===== config.mk =====
export PLATFORM = sky130hd
export DESIGN_NAME = mult_unit
export DESIGN_NICKNAME = d
export VERILOG_FILES = /design/src/rtl/mult_unit.sv
export SDC_FILE = /design/constraint.sdc
export NUM_CORES = 1
export LEC_CHECK = 0
export CAP_MARGIN = 10
export CORE_MARGIN = 2
export CORE_UTILIZATION = 50
export CTS_CLUSTER_DIAMETER = 100
export DETAILED_ROUTE_END_ITERATION = 6
export PLACE_DENSITY = 0.73
export SLEW_MARGIN = 15
export SYNTH_ARGS = -nofsm -noshare
export SYNTH_HDL_FRONTEND = slang
export SYNTH_SLANG_ARGS = --single-unit

===== constraint.sdc =====
create_clock -name clk -period 3.45 [get_ports clk]
set_clock_uncertainty 0.1 [all_clocks]
set_input_delay 0.5175 -clock clk [delete_from_list [all_inputs] [get_ports clk]]
set_output_delay 0.5175 -clock clk [all_outputs]
set_load 0.01 [all_outputs]

===== src/rtl/mult_unit.sv =====
// mult_unit
//   Sequential WIDTH x WIDTH unsigned shift-add multiplier with HI/LO result
//   registers, placed beside the ALU in the EX stage.
//
//   A MULTU takes WIDTH iterations, one per cycle. While it runs, the unit
//   ignores every other unit op and raises stall so the pipeline holds that op.
//   MFHI/MFLO return the HI/LO register through a registered dataOut port.
//
// Ports
//   clk      rising-edge clock
//   rst      asynchronous active-low reset
//   op       00 NOP, 01 MULTU, 10 MFHI, 11 MFLO (sampled every cycle)
//   dataA    multiplicand (rs)
//   dataB    multiplier (rt)
//   busy     high while a multiply is iterating
//   stall    combinational: a unit op is presented while a multiply is running
//   done     one-cycle pulse when HI/LO have just been written
//   dataOut  registered MFHI/MFLO result
//   valid    one-cycle pulse: dataOut was updated by the last edge
module mult_unit #(
  parameter int WIDTH = 32
) (
  input  logic             clk,
  input  logic             rst,
  input  logic [1:0]       op,
  input  logic [WIDTH-1:0] dataA,
  input  logic [WIDTH-1:0] dataB,
  output logic             busy,
  output logic             stall,
  output logic             done,
  output logic [WIDTH-1:0] dataOut,
  output logic             valid
);

  localparam int CW = (WIDTH > 1) ? $clog2(WIDTH) : 1;
  localparam logic [CW-1:0] LAST_CNT = CW'(WIDTH - 1);

  localparam logic [1:0] OP_NOP   = 2'b00;
  localparam logic [1:0] OP_MULTU = 2'b01;
  localparam logic [1:0] OP_MFHI  = 2'b10;
  localparam logic [1:0] OP_MFLO  = 2'b11;

  typedef enum logic [1:0] {
    ST_IDLE = 2'b00,
    ST_RUN  = 2'b01,
    ST_DONE = 2'b10
  } state_t;

  state_t               state_r;
  logic [WIDTH-1:0]     hi_r;
  logic [WIDTH-1:0]     lo_r;
  logic [2*WIDTH-1:0]   product_r;
  logic [2*WIDTH-1:0]   mcand_r;
  logic [WIDTH-1:0]     mplier_r;
  logic [CW-1:0]        count_r;
  logic [WIDTH-1:0]     data_out_r;
  logic                 valid_r;
  logic                 done_r;
  logic                 busy_r;

  logic [2*WIDTH-1:0]   sum_s;
  logic                 stall_s;

  // Partial product for this iteration; the carry out of the top bit cannot
  // occur for unsigned WIDTH x WIDTH operands and is dropped.
  always_comb begin
    sum_s = product_r;
    if (mplier_r[0]) begin
      sum_s = product_r + mcand_r;
    end else begin
      sum_s = product_r;
    end
  end

  // Stall is deliberately unregistered so it drops in the DONE cycle itself.
  always_comb begin
    stall_s = 1'b0;
    if ((op != OP_NOP) && (state_r == ST_RUN)) begin
      stall_s = 1'b1;
    end else begin
      stall_s = 1'b0;
    end
  end

  // Control FSM, datapath registers and registered outputs.
  always_ff @(posedge clk or negedge rst) begin
    if (!rst) begin
      state_r    <= ST_IDLE;
      hi_r       <= '0;
      lo_r       <= '0;
      product_r  <= '0;
      mcand_r    <= '0;
      mplier_r   <= '0;
      count_r    <= '0;
      data_out_r <= '0;
      valid_r    <= 1'b0;
      done_r     <= 1'b0;
      busy_r     <= 1'b0;
    end else begin
      valid_r <= 1'b0;
      done_r  <= 1'b0;
      case (state_r)
        ST_IDLE, ST_DONE: begin
          case (op)
            OP_MULTU: begin
              mcand_r   <= {{WIDTH{1'b0}}, dataA};
              mplier_r  <= dataB;
              product_r <= '0;
              count_r   <= '0;
              busy_r    <= 1'b1;
              state_r   <= ST_RUN;
            end
            OP_MFHI: begin
              data_out_r <= hi_r;
              valid_r    <= 1'b1;
              state_r    <= ST_IDLE;
            end
            OP_MFLO: begin
              data_out_r <= lo_r;
              valid_r    <= 1'b1;
              state_r    <= ST_IDLE;
            end
            default: begin
              state_r <= ST_IDLE;
            end
          endcase
        end
        ST_RUN: begin
          product_r <= sum_s;
          mcand_r   <= mcand_r << 1;
          mplier_r  <= mplier_r >> 1;
          count_r   <= count_r + CW'(1);
          // The final iteration commits the product including its own add.
          if (count_r == LAST_CNT) begin
            hi_r    <= sum_s[2*WIDTH-1:WIDTH];
            lo_r    <= sum_s[WIDTH-1:0];
            busy_r  <= 1'b0;
            done_r  <= 1'b1;
            state_r <= ST_DONE;
          end else begin
            state_r <= ST_RUN;
          end
        end
        default: begin
          busy_r  <= 1'b0;
          state_r <= ST_IDLE;
        end
      endcase
    end
  end

  assign busy    = busy_r;
  assign stall   = stall_s;
  assign done    = done_r;
  assign dataOut = data_out_r;
  assign valid   = valid_r;

endmodule


After elaboration in Yosys (flattened, before gate mapping) --
Cells that the tools add are included.
Storage, ports and cells: bits in registers 266, input port bits 68, output and inout bits 36, word-level logic and storage cells 53
Operators by class: $add $sub $neg 2, equal/unequal tests 8, multiplexer cells 21, reduce and logical (&&, ||, !) cells 11
Operators with widths (count):
- $pmux W64 S2 | 2
- $mux W64 | 3
- $pmux W32 S2 | 2
- $add A64 B64 Y64 | 1
- $mux W32 | 1
- $pmux W5 S2 | 1
- $mux W1 | 8
- $reduce_and A2 Y1 | 4
- $eq A2 B2 Y1 const B | 3
- $reduce_bool A2 Y1 | 3
- $add A5 B1 Y5 const B | 1
- $eq A5 B5 Y1 const B | 1
- $mux W5 | 1
- $eq A2 B1 Y1 const B | 2
- $ne A2 B1 Y1 const B | 2
- $pmux W2 S2 | 1
- $reduce_or A2 Y1 | 2
- $logic_not A2 Y1 | 1
- $mux W2 | 1
- $pmux W1 S2 | 1
- $logic_and A1 B1 Y1 | 1

Logic depth before layout (Yosys ltp) --
Gate-level depths: netlist of the first run.
word-level depth 4, mapped depth 13, depth with buffers taken out 13

Worst setup path after synthesis of the first run --
Ideal clock, no wire load.
path kind flip-flop to flip-flop, from register product_r[15], to register hi_r[27], library setup time 0.065 ns, arrival time 2.707 ns, data required time 3.285 ns, setup slack 0.577 ns, stages on the path, launching flop included 13, buffers on the path 1, period minus slack after synthesis 2.873 ns, cell sequence dfrtp_1 ha_1 buf_2 nand4_1 or3_1 or2_0 o32ai_1 or4_1 and4_4 o21bai_2 a31oi_4 mux2_1 nand2_1
Between the ends: longest elaborated chain between the ends 2
Ends and longest elaborated chain:
- from (decl) | line 52 | logic [2*WIDTH-1:0] product_r;
- from (signal assigned) | line 129 | product_r <= sum_s;
- $add A64 B64 Y64 | line 69 | sum_s = product_r + mcand_r;
- $mux W64 | line 68 | if (mplier_r[0]) begin
- to (signal assigned) | line 135 | hi_r <= sum_s[2*WIDTH-1:WIDTH];
- to (decl) | line 50 | logic [WIDTH-1:0] hi_r;
No other way between the ends. A chain may end at the register's enable or synchronous reset.

Worst setup path after layout of the first run --
from register product_r[1], to register hi_r[25]
The elaborated chain is that of the path after synthesis.

==> run metrics, run 1 <==
Post-Synthesis Cells=1664; fin nets=1859; Global Route Usage Sum=26.82%; final setup violation count=0; status=complete, no violations; most common cell in the netlist=dfrtp_1; DP Cell Count=2083; H-tree Lvls=1; setup bufs post-CTS=0; CP max FO=4; Least-Margin Pin Slew=1.061 ns; dpl hpwl=a little under 30000 um; post-synthesis async set-or-reset flop share=100.0%; max cap viols=0; f_max=0.2985 GHz; detailed-route via count=between 10000 and 15000; crit path DAT=~3.7 ns; CTS tree=done; max-slew violations=0; Seq/Total Area, Yosys=between 40 and 50%; Clock transition at path regs=0.06 ns; Mean Syn Cell Area=between 8 and 9 um^2; first-pass GRT wire length=66740 um; antenna-violating nets left=0; FILL cells=2640; Routed WL=roughly 41000 um; Synthesized Nets=between 1500 and 2000; Post-synth top cells=265 x dfrtp_1, 239 x nand2_1, 170 x nor2_1; initial drt markers=914; DRT Pass-1 Iters=5; die area=31210 um^2; clock tree buffer depth=3; Port Buffers=103; core footprint=29480 um^2; largest area contributor in the netlist=dfrtp_1; Via density=5.921; crit path time final=3.350 ns; layout cell share with drive strength beyond 1=between 7 and 8%; fin cells=2138; largest cells by area after synthesis=dfrtp_1 44%, nand2_1 6.0%, ha_1 5.5%; Most used DFF post-synth=dfrtp_1; kind of critical path=flop to flop; Core Util, Final=59.25%; Post-synth EDFFs=0; drt drc=0; Root Buffer=clkbuf_16; Num CTS Buffers=29; setup slack, reg-to-reg=between 0.1 and 0.15 ns; total congestion overflow=0; post-synth top area share=44.49%; P&R area growth vs syn=17.19%; Hold Fails Final Rpt=0; number of synthesized register bits=between 200 and 300; Worst slew margin=29.07%; post-synth cell types=73; TNS Setup=0 ns; clk sink count=265; Chip Width=176.7 um; Netlist Area Pre-Place=14910 um^2; Rows=63; Setup crit start kind=flop; antenna cells=0; RD Place Congestion=0.9285; synth warn=0; clk_lat worst skew=about 0.57 ns; Starting Density=50.56%; Die Ht=176.7 um; required time of the critical path=3.79 ns; vias in the first global route=12422; Hold Path Class=input port to flop; Routed WL per cell=around 19 um; Peak VDD IR=0.8405 mV; Final Cycle Share=between 90 and 100%; Critical Path End Type=flop; LEAKAGE=7.939 nW; pin count of the biggest net entering global routing=about 120; initial antenna violation count=0; PD cells=1240 nW/um^2; # IOs=104
area by class of cell:
cell class | count | area [um^2] | area share (%)
Clock buffer | 39 | 823.3 | 4.713
Clock inverter | 15 | 237.7 | 1.361
Inverter | 25 | 93.84 | 0.5372
Multi-Input combinational cell | 1260 | 7786 | 44.57
Sequential cell | 265 | 6635 | 37.98
Tap cell | 390 | 488.0 | 2.793
Timing Repair Buffer | 144 | 1404 | 8.037
flip-flops by register name, summed over array words and instances (netlist names), 5 cells and up:
register and cells:
dataOut 32, mplier_r 32, hi_r 32, count_r 5, product_r 64, lo_r 32, mcand_r 64
critical path, stage by stage, from the launching register on:
cell	delay [ns]
dfrtp_1	0.41
ha_1	0.34
a211oi_2	0.30
nor4_1	0.10
nor2_1	0.28
o211ai_1	0.16
buf_4	0.17
a221oi_2	0.23
buf_4	0.19
o21bai_2	0.09
a31o_1	0.26
a31oi_1	0.24
xnor2_1	0.12
o221a_1	0.23
through the flow:
stage	hold slack [ns]	instance area, um^2	total power [W]	worst slack, ns
2_1_floorplan	0.1219	14910	0.01407	0.5771
3_3_place_gp	0.3603	16370	0.01772	0.2267
3_5_place_dp	0.3672	16370	0.01799	0.1504
4_1_cts	0.3350	17440	0.02154	0.1415
5_1_grt	0.3754	17470	0.02322	-0.004195
6_report	0.3390	17470	0.02165	0.1002
logic make-up after synthesis:
kind of cell / after synthesis / share of synthesized area (%)
adders and majority gates: 66 / 5.591
muxes: 83 / 5.591
xor gates and xnor gates: 60 / 3.526
AOI/OAI and AO/OA: 452 / 19.12
and+or+nand+nor: 599 / 17.98
buffers and inverters: 139 / 3.702
DFF: 265 / 44.49
what timing repair did:
action | 4_1_cts | 5_1_grt
gates resized for setup | 0 | 7
hold buffers | 1 | 0
setup endpoints to repair | 0 | 6
hold endpoints to repair | 91 | 0
report_power, final:
part	total [W]	internal (W)	switching (W)
clock	0.00344	0.00212	0.00132
sequential	0.00561	0.00455	0.00105
combinational	0.0126	0.00499	0.00762
path summary, 6_finish.rpt:
kind / cells after the start / startpoint / to
max in group asynchronous: 3 / rst / hi_r[6]
setup / recovery: 13 / product_r[1] / hi_r[25]
hold reg to reg: 2 / dataOut[9] / dataOut[9]
hold / removal: 4 / op[0] / mplier_r[31]
min in group asynchronous: 2 / rst / dataOut[15]
setup reg to reg: 13 / product_r[1] / hi_r[25]
per-layer routing:
metal	wire length (um)	track usage (%)	share of wire, %
met1	18740	37.92	45
met2	19050	42.95	46
met3	2488	4.403	6.0
met4	1064	7.163	2.6
met5	0	0	0
cells in the final DEF, fill, tap and decap left out, types with 16 or more instances in the layout:
cell / Yosys / routed
o21ai_0: 136 / 136
clkdlybuf4s50_1: 0 / 101
o21bai_1: 16 / 16
nand3_1: 75 / 75
ha_1: 65 / 62
dfrtp_1: 265 / 264
o21ai_1: 26 / 26
nor2_1: 170 / 169
a21o_1: 20 / 20
a22o_1: 41 / 41
nor3_1: 16 / 16
mux2i_1: 81 / 81
nand2_1: 239 / 237
xnor2_1: 37 / 36
clkbuf_16: 0 / 29
o22ai_1: 63 / 63
xor2_1: 23 / 23
inv_1: 24 / 24
a21oi_1: 82 / 82
nand4_1: 27 / 27
buf_4: 1 / 35
(Power assumes the default switching activity.)
==> run 2: changes to the inputs <==
--- a/config.mk
+++ b/config.mk
@@ -7,10 +7,11 @@
 export LEC_CHECK = 0
 export CAP_MARGIN = 10
 export CORE_MARGIN = 2
-export CORE_UTILIZATION = 50
+export CORE_UTILIZATION = 40
 export CTS_CLUSTER_DIAMETER = 100
 export DETAILED_ROUTE_END_ITERATION = 6
-export PLACE_DENSITY = 0.73
+export PLACE_DENSITY = 0.62
+export SKIP_LAST_GASP = 1
 export SLEW_MARGIN = 15
 export SYNTH_ARGS = -nofsm -noshare
 export SYNTH_HDL_FRONTEND = slang
==> run 2 against run 1 <==
- worst hold slack got worse by 0.011 ns
- core utilization fell by 12 points
- combinational power barely moved
- routed wire length rose by 4.8%
- fmax rose by 2.6%
- first-iteration DRC count fell by 4.9%
- critical path type unchanged
- largest cell class unchanged
- largest power group unchanged
==> run metrics, run 2 (synthesized netlist as in run 1, its figures left out) <==
most frequent cells in the layout=264 x dfrtp_1, 237 x nand2_1, 169 x nor2_1; crit path time final=3.265 ns (-0.08522 ns); Clk pwr share=15.1% (-0.8 points); RD Place Congestion=0.8894 (-4.2%); Final Cycle Share=94.63% (-2.5 points); clock tree buffer depth=3 (unchanged); Root Buffer=clkbuf_16; kind of critical path=flop to flop; R2R Path Start=mcand_r[10]; Starting Density=40.62% (-9.9 points); # IOs=104 (unchanged); Combinational Power Share=59.1% (+0.9 points); Setup crit start kind=flop; Sw Share=46.58% (+0.41 points); LEAKAGE=7.909 nW (-0.38%); Via density=5.621 (-5.1%); Global Route Usage Sum=22.75% (-4.1 points); fin nets=1860 (+0.054%); TNS Setup=0 ns (unchanged); CP max FO=7 (+3); pin count of the biggest net entering global routing=121 (unchanged); first-pass GRT wire length=69770 um (+4.5%); initial drt markers=869 (-4.9%); RSZ-0062 raised after global routing=no; max-slew violations=0 (unchanged); Critical Path End Type=flop; Die Ht=197.0 um (+12%); Routed WL=43340 um (+4.8%); FILL cells=3515 (+33%); P_sw=0.01008 W (+0.78%); Routed WL per cell=19.53 um (+0.98%); status=complete, no violations; DP Cell Count=2159 (+3.6%); Hold Path Class=input port to flop; P&R area growth vs syn=17.51%; Internal=0.01156 W (-0.87%); worst setup path startpoint=mcand_r[10]; H-tree Lvls=1 (unchanged); detailed-route via count=12473 (-1.5%); fin cells=2219 (+3.8%); Peak VDD IR=0.6666 mV (-21%); post-layout instance area=17520 um^2 (+0.27%); Largest regs=mcand_r (64), product_r (64); total congestion overflow=0 (unchanged); initial antenna violation count=2 (+2); commonest non-fill, non-tap cell in the layout=dfrtp_1; f_max=0.3063 GHz (+2.6%); crit path DAT=3.65 ns (-0.04 ns); Rows=70 (+11%); final setup violation count=0 (unchanged); clk_lat worst skew=0.57 ns (about the same); CTS tree=done; vias in the first global route=12305 (-0.94%); core footprint=36700 um^2 (+24%); Port Buffers=103 (unchanged); Least-Margin Pin Slew=0.8239 ns (-0.2375 ns); required time of the critical path=3.84 ns (+0.05 ns); Num CTS Buffers=30 (+3.4%); hold_sp=op[0]; PD cells=1235 nW/um^2 (-0.38%); max cap viols=0 (unchanged); DRT Pass-1 Iters=5 (unchanged); clk sink count=265 (unchanged); Chip Width=197.0 um (+12%); Tot Pwr=0.02163 W (-0.11%); Core Util, Final=47.73% (-12 points); dpl hpwl=30840 um (+3.9%); Post-Place Cell Area=16460 um^2 (+0.58%); layout cell share with drive strength beyond 1=7.714% (-0.24 points); die area=38820 um^2 (+24%); Hold Fails Final Rpt=0 (unchanged); Reg power frac=25.8% (about the same); Clock transition at path regs=0.06 ns (about the same); drt drc=0 (unchanged); Worst slew margin=44.94% (+16 points); antenna-violating nets left=0 (unchanged)
run 2: power groups by stage:
stage | Sequential [W] | Combinational (W) | Clock (W)
after floorplan | 0.00536 | 0.00871 | 0
after global placement | 0.00557 | 0.0125 | 0
after detailed placement | 0.00562 | 0.0126 | 0
after CTS | 0.00559 | 0.0127 | 0.00334
after global routing | 0.00577 | 0.0141 | 0.00346
final | 0.00558 | 0.0128 | 0.00326
run 2: layout make-up:
class | instances | area [um^2] | area share, %
diodes | 1 | 2.502 | 0.01429
clock buffers | 45 | 868.3 | 4.958
clock inverters | 11 | 136.4 | 0.7786
inverters | 25 | 93.84 | 0.5358
multi-input cells | 1260 | 7777 | 44.40
flip-flops and latches | 265 | 6635 | 37.88
well taps | 468 | 585.6 | 3.343
repair buffers | 144 | 1416 | 8.086
run 2: repair_timing:
item	CTS	global route
endpoints found under the setup margin	0	10
endpoints found under the hold margin	43	0
setup buffers	0	2
hold buffers	1	0
gates resized for setup	0	8
run 2: per-layer routing:
layer | vias to the layer above | part of all wire (%) | global-route usage, %
met1 | 6038 | 48 | 33.26
met3 | 71 | 5.5 | 3.824
met4 | 0 | 3.2 | 7.658
met2 | 316 | 43 | 34.20
li1 | 6048 | - | -
met5 | - | 0 | 0
run 2: path summary, 6_finish.rpt:
kind | end | slack (ns) | depth (start not counted)
min in group asynchronous | dataOut[12] | 0.34 | 2
min reg2reg | lo_r[3] | 0.37 | 2
max | hi_r[30] | 0.19 | 11
max reg2reg | hi_r[30] | 0.19 | 11
max in group asynchronous | mplier_r[0] | 2.04 | 3
min | mplier_r[31] | 0.33 | 4
run 2: critical path: stages (launching register included):
cell and delay [ns]:
dfrtp_1 0.40, ha_1 0.42, nand2_1 0.12, or4_1 0.53, a21oi_2 0.21, nor3b_2 0.11, a21oi_2 0.23, o21ai_1 0.12
nand2_2 0.21, a21oi_2 0.12, or4b_1 0.52, nand3_1 0.08
run 2: metrics by stage:
stage	hold WS (ns)	worst slack, ns
5_1_grt	0.3349	0.005523
3_5_place_dp	0.3447	0.1406
4_1_cts	0.3047	0.1349
6_report	0.3281	0.1854
2_1_floorplan	0.1219	0.5771
3_3_place_gp	0.3446	0.1508
==> run 3: changes to the inputs <==
--- a/config.mk
+++ b/config.mk
@@ -5,7 +5,7 @@
 export SDC_FILE = /design/constraint.sdc
 export NUM_CORES = 1
 export LEC_CHECK = 0
-export CAP_MARGIN = 10
+export CAP_MARGIN = 5
 export CORE_MARGIN = 2
 export CORE_UTILIZATION = 40
 export CTS_CLUSTER_DIAMETER = 100
==> results of run 3 <==
Same layout as run 2: the final DEF is identical, and so are final timing and power.
